## src/rtl/serial_addsub_pkg.sv

```systemverilog
// Shared types and sizing helpers for the bit-serial adder/subtractor.
// Imported by the top and its full-adder cell.
package serial_addsub_pkg;

  typedef enum logic [1:0] {
    IDLE = 2'd0,
    RUN  = 2'd1,
    DONE = 2'd2
  } state_e;

  localparam int MIN_WIDTH = 2;
  localparam int MAX_WIDTH = 64;

  function automatic int cnt_width(input int w);
    return (w > 2) ? $clog2(w) : 1;
  endfunction

endpackage

```

## src/rtl/serial_addsub_fa_cell.sv

```systemverilog
// Single-bit full adder: the only arithmetic in the serial datapath.
// Purely combinational; the carry is registered by the parent.
module fa_cell
  import serial_addsub_pkg::*;
(
  input  logic a,
  input  logic b,
  input  logic cin,
  output logic s,
  output logic cout
);

  assign s    = a ^ b ^ cin;
  assign cout = (a & b) | (a & cin) | (b & cin);

endmodule

```

## src/rtl/serial_addsub.sv

```systemverilog
// Bit-serial add/subtract: one result bit per clock through fa_cell.
// Operands and result move over two valid/ready handshakes.
module serial_addsub
  import serial_addsub_pkg::*;
#(
  parameter int WIDTH = 8
) (
  input  logic             clk,
  input  logic             rst_n,
  input  logic             in_valid,
  output logic             in_ready,
  input  logic [WIDTH-1:0] a,
  input  logic [WIDTH-1:0] b,
  input  logic             sub,
  output logic             out_valid,
  input  logic             out_ready,
  output logic [WIDTH-1:0] sum,
  output logic             cout,
  output logic             ovf,
  output logic             busy
);

  localparam int CW = cnt_width(WIDTH);

  localparam logic [1:0] S_IDLE = IDLE;
  localparam logic [1:0] S_RUN  = RUN;
  localparam logic [1:0] S_DONE = DONE;

  if (WIDTH < MIN_WIDTH || WIDTH > MAX_WIDTH) begin : g_bad_width
    $error("serial_addsub: WIDTH out of range");
  end

  logic [1:0]       state;
  logic [WIDTH-1:0] a_sr;
  logic [WIDTH-1:0] b_sr;
  logic [WIDTH-1:0] res_sr;
  logic             carry;
  logic [CW-1:0]    cnt;
  logic             cout_q;
  logic             ovf_q;
  logic             fa_s;
  logic             fa_co;
  logic             last;

  fa_cell u_fa (
    .a   (a_sr[0]),
    .b   (b_sr[0]),
    .cin (carry),
    .s   (fa_s),
    .cout(fa_co)
  );

  assign last = (cnt == CW'(WIDTH - 1));

  always_ff @(posedge clk or negedge rst_n) begin
    if (!rst_n) begin
      state  <= S_IDLE;
      a_sr   <= '0;
      b_sr   <= '0;
      res_sr <= '0;
      carry  <= 1'b0;
      cnt    <= '0;
      cout_q <= 1'b0;
      ovf_q  <= 1'b0;
    end else begin
      unique case (1'b1)
        (state == S_IDLE): begin
          if (in_valid) begin
            // Subtract as a + ~b + 1: the +1 enters as the initial carry.
            a_sr  <= a;
            b_sr  <= sub ? ~b : b;
            carry <= sub;
            cnt   <= '0;
            state <= S_RUN;
          end
        end
        (state == S_RUN): begin
          a_sr   <= a_sr >> 1;
          b_sr   <= b_sr >> 1;
          res_sr <= {fa_s, res_sr[WIDTH-1:1]};
          carry  <= fa_co;
          cnt    <= cnt + 1'b1;
          if (last) begin
            cout_q <= fa_co;
            ovf_q  <= carry ^ fa_co;
            state  <= S_DONE;
          end
        end
        (state == S_DONE): begin
          if (out_ready) state <= S_IDLE;
        end
        default: state <= S_IDLE;
      endcase
    end
  end

  assign in_ready  = (state == S_IDLE);
  assign out_valid = (state == S_DONE);
  assign busy      = (state != S_IDLE);
  assign sum       = res_sr;
  assign cout      = cout_q;
  assign ovf       = ovf_q;

endmodule

```

## config.mk

```make
export PLATFORM = sky130hd
export DESIGN_NAME = serial_addsub
export DESIGN_NICKNAME = d
export VERILOG_FILES = /design/src/rtl/serial_addsub_pkg.sv /design/src/rtl/serial_addsub_fa_cell.sv /design/src/rtl/serial_addsub.sv
export SDC_FILE = /design/constraint.sdc
export NUM_CORES = 1
export LEC_CHECK = 0
export CAP_MARGIN = 20
export CORE_MARGIN = 4
export CORE_UTILIZATION = 50
export CTS_CLUSTER_SIZE = 24
export DETAILED_ROUTE_END_ITERATION = 6
export DONT_BUFFER_PORTS = 1
export GPL_ROUTABILITY_DRIVEN = 0
export MAX_ROUTING_LAYER = met4
export PLACE_DENSITY = 0.63
export SYNTH_ARGS = -nofsm -noshare
export SYNTH_HDL_FRONTEND = slang
export SYNTH_SLANG_ARGS = --single-unit
```

## constraint.sdc

```tcl
create_clock -name clk -period 4.02 [get_ports clk]
set_input_delay 0.804 -clock clk [delete_from_list [all_inputs] [get_ports clk]]
set_output_delay 0.804 -clock clk [all_outputs]
set_load 0.05 [all_outputs]
```

# Word level (Yosys, flattened, before mapping)
# Cells that the tools add are included.
classes:
  add_sub_neg: 1
  bitwise_logic: 9
  mux: 13
  n_eq_ne: 6
  n_reduce_logical: 6
op_table:
  columns: ["op", "n"]
  rows:
  - ["one-hot mux 8 bit (2 select lines)", 2]
  - ["2-to-1 mux 8 bit", 3]
  - ["NOT 8 bit", 1]
  - ["2-to-1 mux 2 bit", 3]
  - ["one-hot mux 2 bit (3 select lines)", 1]
  - ["one-hot mux 3 bit (2 select lines)", 1]
  - ["inequality test 2 bit, second input constant", 2]
  - ["AND reduction 2 bit", 2]
  - ["nonzero test 2 bit", 2]
  - ["adder 3 x 1 -> 3 bit, second input constant", 1]
  - ["bitwise AND 1 bit", 3]
  - ["== test 3 bit, second input constant", 1]
  - ["2-to-1 mux 3 bit", 1]
  - ["AND reduction 3 bit", 1]
  - ["bitwise XOR 1 bit", 3]
  - ["== test 2 x 1 -> 1 bit, second input constant", 1]
  - ["== test 2 bit, second input constant", 1]
  - ["zero test 2 bit", 1]
  - ["inequality test 2 x 1 -> 1 bit, second input constant", 1]
  - ["OR 1 bit", 2]
  - ["one-hot mux 1 bit (2 select lines)", 1]
  - ["2-to-1 mux 1 bit", 1]
totals:
  input_bits: 21
  wordCells: 43
  out_inout_bits: 13
  regBits: 32

# Depth between registers and ports, before layout
# Gate-level depths: netlist of run 1.
depth:
  word_depth: 4
  ltp_mapped: 5
  ltp_nobuf: 5

# Modules after synthesis
# A second synthesis of run 1 with hierarchy kept.
hier_totals:
  hier_cells: 143
  area_unflattened_um2: 1595.3
by_module_without_submodules:
  columns: ["module", "cells_each", "seq_area_each_um2", "n_inst", "area_each_um2"]
  rows:
  - ["serial_addsub", 142, 800.8, 1, 1575.3]
  - ["fa_cell", 1, 0.0, 1, 20.0]

# Worst setup path before layout of run 1
# No wires, ideal clock.
synth_timing:
  kind: "flip-flop to output port"
  from: "register state[0]"
  to: "output in_ready"
  stages_incl_launch_ff: 4
  path_buffers: 1
  slack_ps: 1907
  arrival_time_ps: 1309
  required_time_ps: 3216
  cell_sequence: "dfrtp_1 > buf_2 > or2_2 > inv_1"
synth_between:
  elab_chain_len: 1
synth_rtl:
  columns: ["element", "line_no", "source"]
  rows:
  - ["from (decl)", "serial_addsub.sv:33", "logic [1:0] state;"]
  - ["from (signal assigned)", "serial_addsub.sv:57", "state <= S_IDLE;"]
  - ["from (signal assigned)", "serial_addsub.sv:74", "state <= S_RUN;"]
  - ["from (signal assigned)", "serial_addsub.sv:86", "state <= S_DONE;"]
  - ["zero test 2 bit", "serial_addsub.sv:97", "assign in_ready = (state == S_IDLE);"]
  - ["to (decl)", "serial_addsub.sv:11", "output logic in_ready,"]
# No other way between the ends.

# Worst setup path in the final report of run 1
layout_timing:
  from: "register state[1]"
  to: "output out_valid"
layout_between:
  elab_chain_len: 1
layout_rtl:
  columns: ["element", "line_no", "source"]
  rows:
  - ["== test 2 bit", "serial_addsub.sv:98", "assign out_valid = (state == S_DONE);"]
  - ["to (decl)", "serial_addsub.sv:15", "output logic out_valid,"]
# No other way between the ends.

==> impl_metrics.ini, run 1 <==
[global_routing]
grt_first_pass_wirelength_um = 4550
grt_pass1_vias = 1001
grt.busiest_layer = met2
grt_antenna_before_repair = 0
overflow = 0
grt.met1_usage_pct = 18.4
grt_start_max_net_pins = 33
gr-usage-met3_pct = 5.94
gr-usage-met2_pct = 22.1
grt_util_all_layers_pct = 15.2

[sta]
hold_violations = 0
fmax_mhz = 373
fin_skew_ns = 0.00507
fin_crit_sh_pct = 66.6
rsz0062_at_grt = false
finalMaxSlewViolations = 0
worst_slew_pin_slew_ns = 0.994
max_slew_margin_pct = 33.6
setup_violations = 0
period_needed_ns = 2.68
finalSetupTns_ns = 0

[clocking]
holdBufCountCts = 0
numCtsBuffers = 5
clk_pin_slew_worst_paths_ns = 0.09
cts-resized-gates = 0
clock-sinks = 32
clock_path_buffers = 2
postCtsSetupBuffers = 0
cts_tree = built
clk_latency_ns = 0.32
cts_root_buf = clkbuf_4
htreeDepth = 2

[finish]
area_growth_pct = 2.74
num_antenna_cells = 0
post-route-util_pct = 54.8
final_layout_size_suffix_gt1_share_pct = 11.0
finalNonFillerCells = 176
nets = 168

[critical_path]
slowest_delay_ns = 0.86
slowest_stage = nor2b_1
critPathKind = flip-flop to primary output
worstPathArrival_ns = 1.87
regToRegEndpoint = state[1]
worstSetupEndpointType = primary output
ff2ff_path_depth = 3
startpoint_type = flip-flop
worstReg2RegStart = state[1]
reg2reg_slack_ns = 2.19
crit_family = simple AND/OR/NAND/NOR gates
worst-path-max-fanout = 20
cp_cell_sequence = nor2b_1
crit_required_ns = 3.22
path_buf_inv = 0

[power]
ir_worst_vdd_mv = 0.293
internal_power_mw = 0.682
leakage_nw = 0.722
p_switching_mw = 0.544
p_clk_share_pct = 15.3
pwr-share-comb_pct = 28.0
power_frac_seq_pct = 56.7
switching_share_pct = 44.4
pwr_density_cell_nw_per_um2 = 792

[logic_synthesis]
syn-num-nets = 171
synthTopCellsByCount = 41 x nand2_1, 32 x dfrtp_1, 10 x o21ai_1
ys_warn_count = 0
synth_top_area_share_pct = 53.1
synth_area_per_cell_um2 = 10.3
synth_area_leader_cell = dfrtp_1
syn-instance-count = 147
ys_types = 27
yosys-top-cells-area = dfrtp_1 53%, nand2_1 10%, xnor2_1 5.2%
async_reset_ff_share_pct = 100
post-synth-top-count-cell = nand2_1
synth_seq_area_share_pct = 53.1
synth-edff-count = 0
synthFlopType = dfrtp_1
syn_area_um2 = 1510
ys_ff_latch = 32

[run]
cap_violations = 0

[route]
drc_errors = 0
wl_per_cell_um = 14.9
dr.pass1.iters = 4
ant_nets = 0
totalWireLength_um = 2630
vias = 1003
drt-initial-drc-count = 54
viasPerCell = 5.70

[floorplan]
die_h_um = 62.9
initial_core_util_pct = 53.3
die_w_um = 62.9
rows = 19
dieArea_um2 = 3960
core_area_um2 = 2830
ioPinCount = 34

[placed_design]
portBuffers = 0
place_inst = 168
dp_hpwl_um = 1840

[min_path]
hold_path.class = primary input to asynchronous set/reset pin

[outcome]
status = completed
[layout by cell type, fill, tap and decap left out, drive strengths merged]
master,n
a22o,2
o21ai,12
nor2,4
and2b,1
mux2,1
o21bai,1
nor2b,2
and3b,1
clkbuf,8
xnor2,9
or2,1
a221o,4
dfrtp,32
buf,1
nand2,41
nand2b,2
nand3b,4
or3b,1
a2bb2oi,1
ha,2
inv,2
fa,1
a21oi,2
o211ai,3
a22oi,7
[cells by family after synthesis]
family	after synthesis	share of synthesized area (%)
buffers and inverters	13	4.73
DFF	32	53.1
adders and majority gates	3	2.99
and+or+nand+nor	57	17.7
muxes	1	0.747
AOI/OAI and AO/OA	32	15.5
xor gates and xnor gates	9	5.23
[worst max path at each step]
stage	endpoint	depth (start not counted)	startpoint	slack (ns)
finish	out_valid	1	state[1]	1.34
CTS	out_valid	1	state[1]	1.33
global placement	out_valid	1	state[1]	1.74
floorplan	in_ready	3	state[0]	1.91
detailed placement	out_valid	1	state[1]	1.70
global route	out_valid	1	state[1]	1.26
[power groups by stage]
| stage | registers (mW) | logic, mW | clock network (mW) |
|---|---|---|---|
| 6_report | 0.696 | 0.343 | 0.187 |
| 5_1_grt | 0.715 | 0.398 | 0.213 |
| 4_1_cts | 0.698 | 0.350 | 0.196 |
| 3_5_place_dp | 0.705 | 0.348 | 0 |
| 3_3_place_gp | 0.699 | 0.337 | 0 |
| 2_1_floorplan | 0.659 | 0.336 | 0 |
[final cells by class]
type                    instances  area (um2)
clock buffers                   8        58.8
fillers                       264        1280
inverters                       2        7.51
multi-input cells             102         636
flip-flops and latches         32         801
well taps                      31        38.8
repair buffers                  1        7.51
[layer usage]
metal,routed length (um),vias to the layer above
met3,216,4
li1,-,487
met1,1190,478
met5,0,-
met4,36,0
met2,1180,34
[stage by stage]
stage	hold WS [ns]	power [mW]	area, um2	setup slack [ns]
global route	0.131	1.33	1550	1.26
detailed placement	0.477	1.05	1490	1.70
CTS	0.147	1.24	1550	1.33
global placement	0.466	1.04	1490	1.74
finish	0.161	1.23	1550	1.34
floorplan	0.454	0.995	1510	1.91
[sequential cells by signal, summed over array words and instances (netlist names)]
signal / cells
a_sr: 8
b_sr: 8
sum: 8
cnt: 3
state: 2
carry: 1
cout: 1
ovf: 1
No activity file was read; power rests on OpenSTA's default activity.
==> inputs of run 2 (changes only) <==
==> constraint.sdc (replaced) <==
create_clock -name clk -period 2.6 [get_ports clk]
set_input_delay 0.52 -clock clk [delete_from_list [all_inputs] [get_ports clk]]
set_output_delay 0.52 -clock clk [all_outputs]
set_load 0.05 [all_outputs]
==> impl_metrics.ini, run 2 (synthesized netlist as in run 1, its figures left out) <==
[clocking]
numCtsBuffers = 5
cts_root_buf = clkbuf_4
postCtsSetupBuffers = 0
holdBufCountCts = 2
cts-resized-gates = 0
htreeDepth = 2
clk_pin_slew_worst_paths_ns = 0.10
clk_latency_ns = 0.33
clock-sinks = 32
cts_tree = built
clock_path_buffers = 2

[critical_path]
crit_required_ns = 2.08
worstPathArrival_ns = 1.53
worstSetupEndpointType = primary output
worst-path-max-fanout = 2
reg2reg_slack_ns = 1.01
startpoint_type = flip-flop
critPathKind = flip-flop to primary output
critPathLaunch = state[1]
worstReg2RegStart = state[1]

[floorplan]
die_w_um = 62.9
rows = 19
ioPinCount = 34
die_h_um = 62.9
initial_core_util_pct = 53.3
core_area_um2 = 2830
dieArea_um2 = 3960

[finish]
num_antenna_cells = 0
post-route-util_pct = 56.7
finalNonFillerCells = 181
final_common_cell = nand2_1
area_growth_pct = 6.39
most-common-layout-cells = 41 x nand2_1, 32 x dfrtp_1, 10 x o21ai_1, 9 x xnor2_1, 7 x a22oi_1
final_layout_size_suffix_gt1_share_pct = 14.7
nets = 173

[route]
wl_per_cell_um = 15.4
totalWireLength_um = 2790
dr.pass1.iters = 4
ant_nets = 0
viasPerCell = 5.83
drc_errors = 0
vias = 1055
drt-initial-drc-count = 54

[placed_design]
dp_hpwl_um = 1860
place_inst = 171
dp_slack_ns = 0.913
portBuffers = 0

[global_routing]
overflow = 0
grt_util_all_layers_pct = 16.5
grt_start_max_net_pins = 33
grt_pass1_vias = 1090
grt_antenna_before_repair = 0
grt_first_pass_wirelength_um = 5010

[power]
pwr_density_cell_nw_per_um2 = 1210
ir_worst_vdd_mv = 0.449
leakage_nw = 0.756

[sta]
fin_crit_sh_pct = 78.8
setup_violations = 0
hold_violations = 0
worst_slack_ns = 0.551
fin_skew_ns = 0.00730
max_slew_margin_pct = 65.3
rsz0062_at_grt = false
worst_slew_pin_slew_ns = 0.519
fmax_mhz = 488
hold-worst-slack_ns = 0.373
period_needed_ns = 2.05
finalSetupTns_ns = 0
finalMaxSlewViolations = 0

[min_path]
hold_path.class = primary input to flip-flop
holdCritStartpoint = out_ready

[run]
cap_violations = 0

[outcome]
status = completed
run 2: cell types whose count changed in the layout (fill, tap and decap cells not counted), sizes merged:
| cell | delta |
|---|---|
| clkinv | +2 |
| buf | +4 |
| dlygate4sd3 | +1 |
| clkbuf | -2 |
run 2: worst paths after layout:
| kind | to | cells past startpoint |
|---|---|---|
| min in group asynchronous | cout | 2 |
| min reg2reg | cnt[0] | 1 |
| min | state[1] | 2 |
| max | in_ready | 2 |
| max in group asynchronous | a_sr[4] | 2 |
| max reg2reg | b_sr[0] | 4 |
run 2: critical path, cell delays in order, from the launching register on:
cell	delay [ns]
dfrtp_1	0.39
or2_2	0.43
inv_1	0.38
run 2: report_power, final:
group | internal (mW) | switching, mW | total, mW | leakage [nW]
registers | 0.687 | 0.348 | 1.03 | 0.415
clock network | 0.129 | 0.171 | 0.299 | 0.0380
logic | 0.251 | 0.351 | 0.602 | 0.304
run 2: layout make-up:
class,instances,area [um2]
multi-input cells,102,636
clock buffers,6,51.3
inverters,2,7.51
clock inverters,2,10.0
flip-flops and latches,32,801
fillers,247,1220
well taps,31,38.8
repair buffers,6,60.1
run 2: per-layer routing:
| metal | share of wire [%] | GRT usage (%) | wire length [um] | up-vias |
|---|---|---|---|---|
| met5 | 0 | - | 0 | - |
| met4 | 1.8 | 6.61 | 51 | 0 |
| met3 | 5.7 | 7.55 | 160 | 5 |
| met2 | 44 | 24.2 | 1230 | 28 |
| met1 | 48 | 19.7 | 1340 | 519 |
| li1 | - | - | - | 503 |
run 2: metrics by stage:
step	area, um2	total power, mW
6_report	1600	1.94
5_1_grt	1600	2.10
4_1_cts	1600	1.96
3_5_place_dp	1510	1.65
3_3_place_gp	1510	1.62
2_1_floorplan	1510	1.54
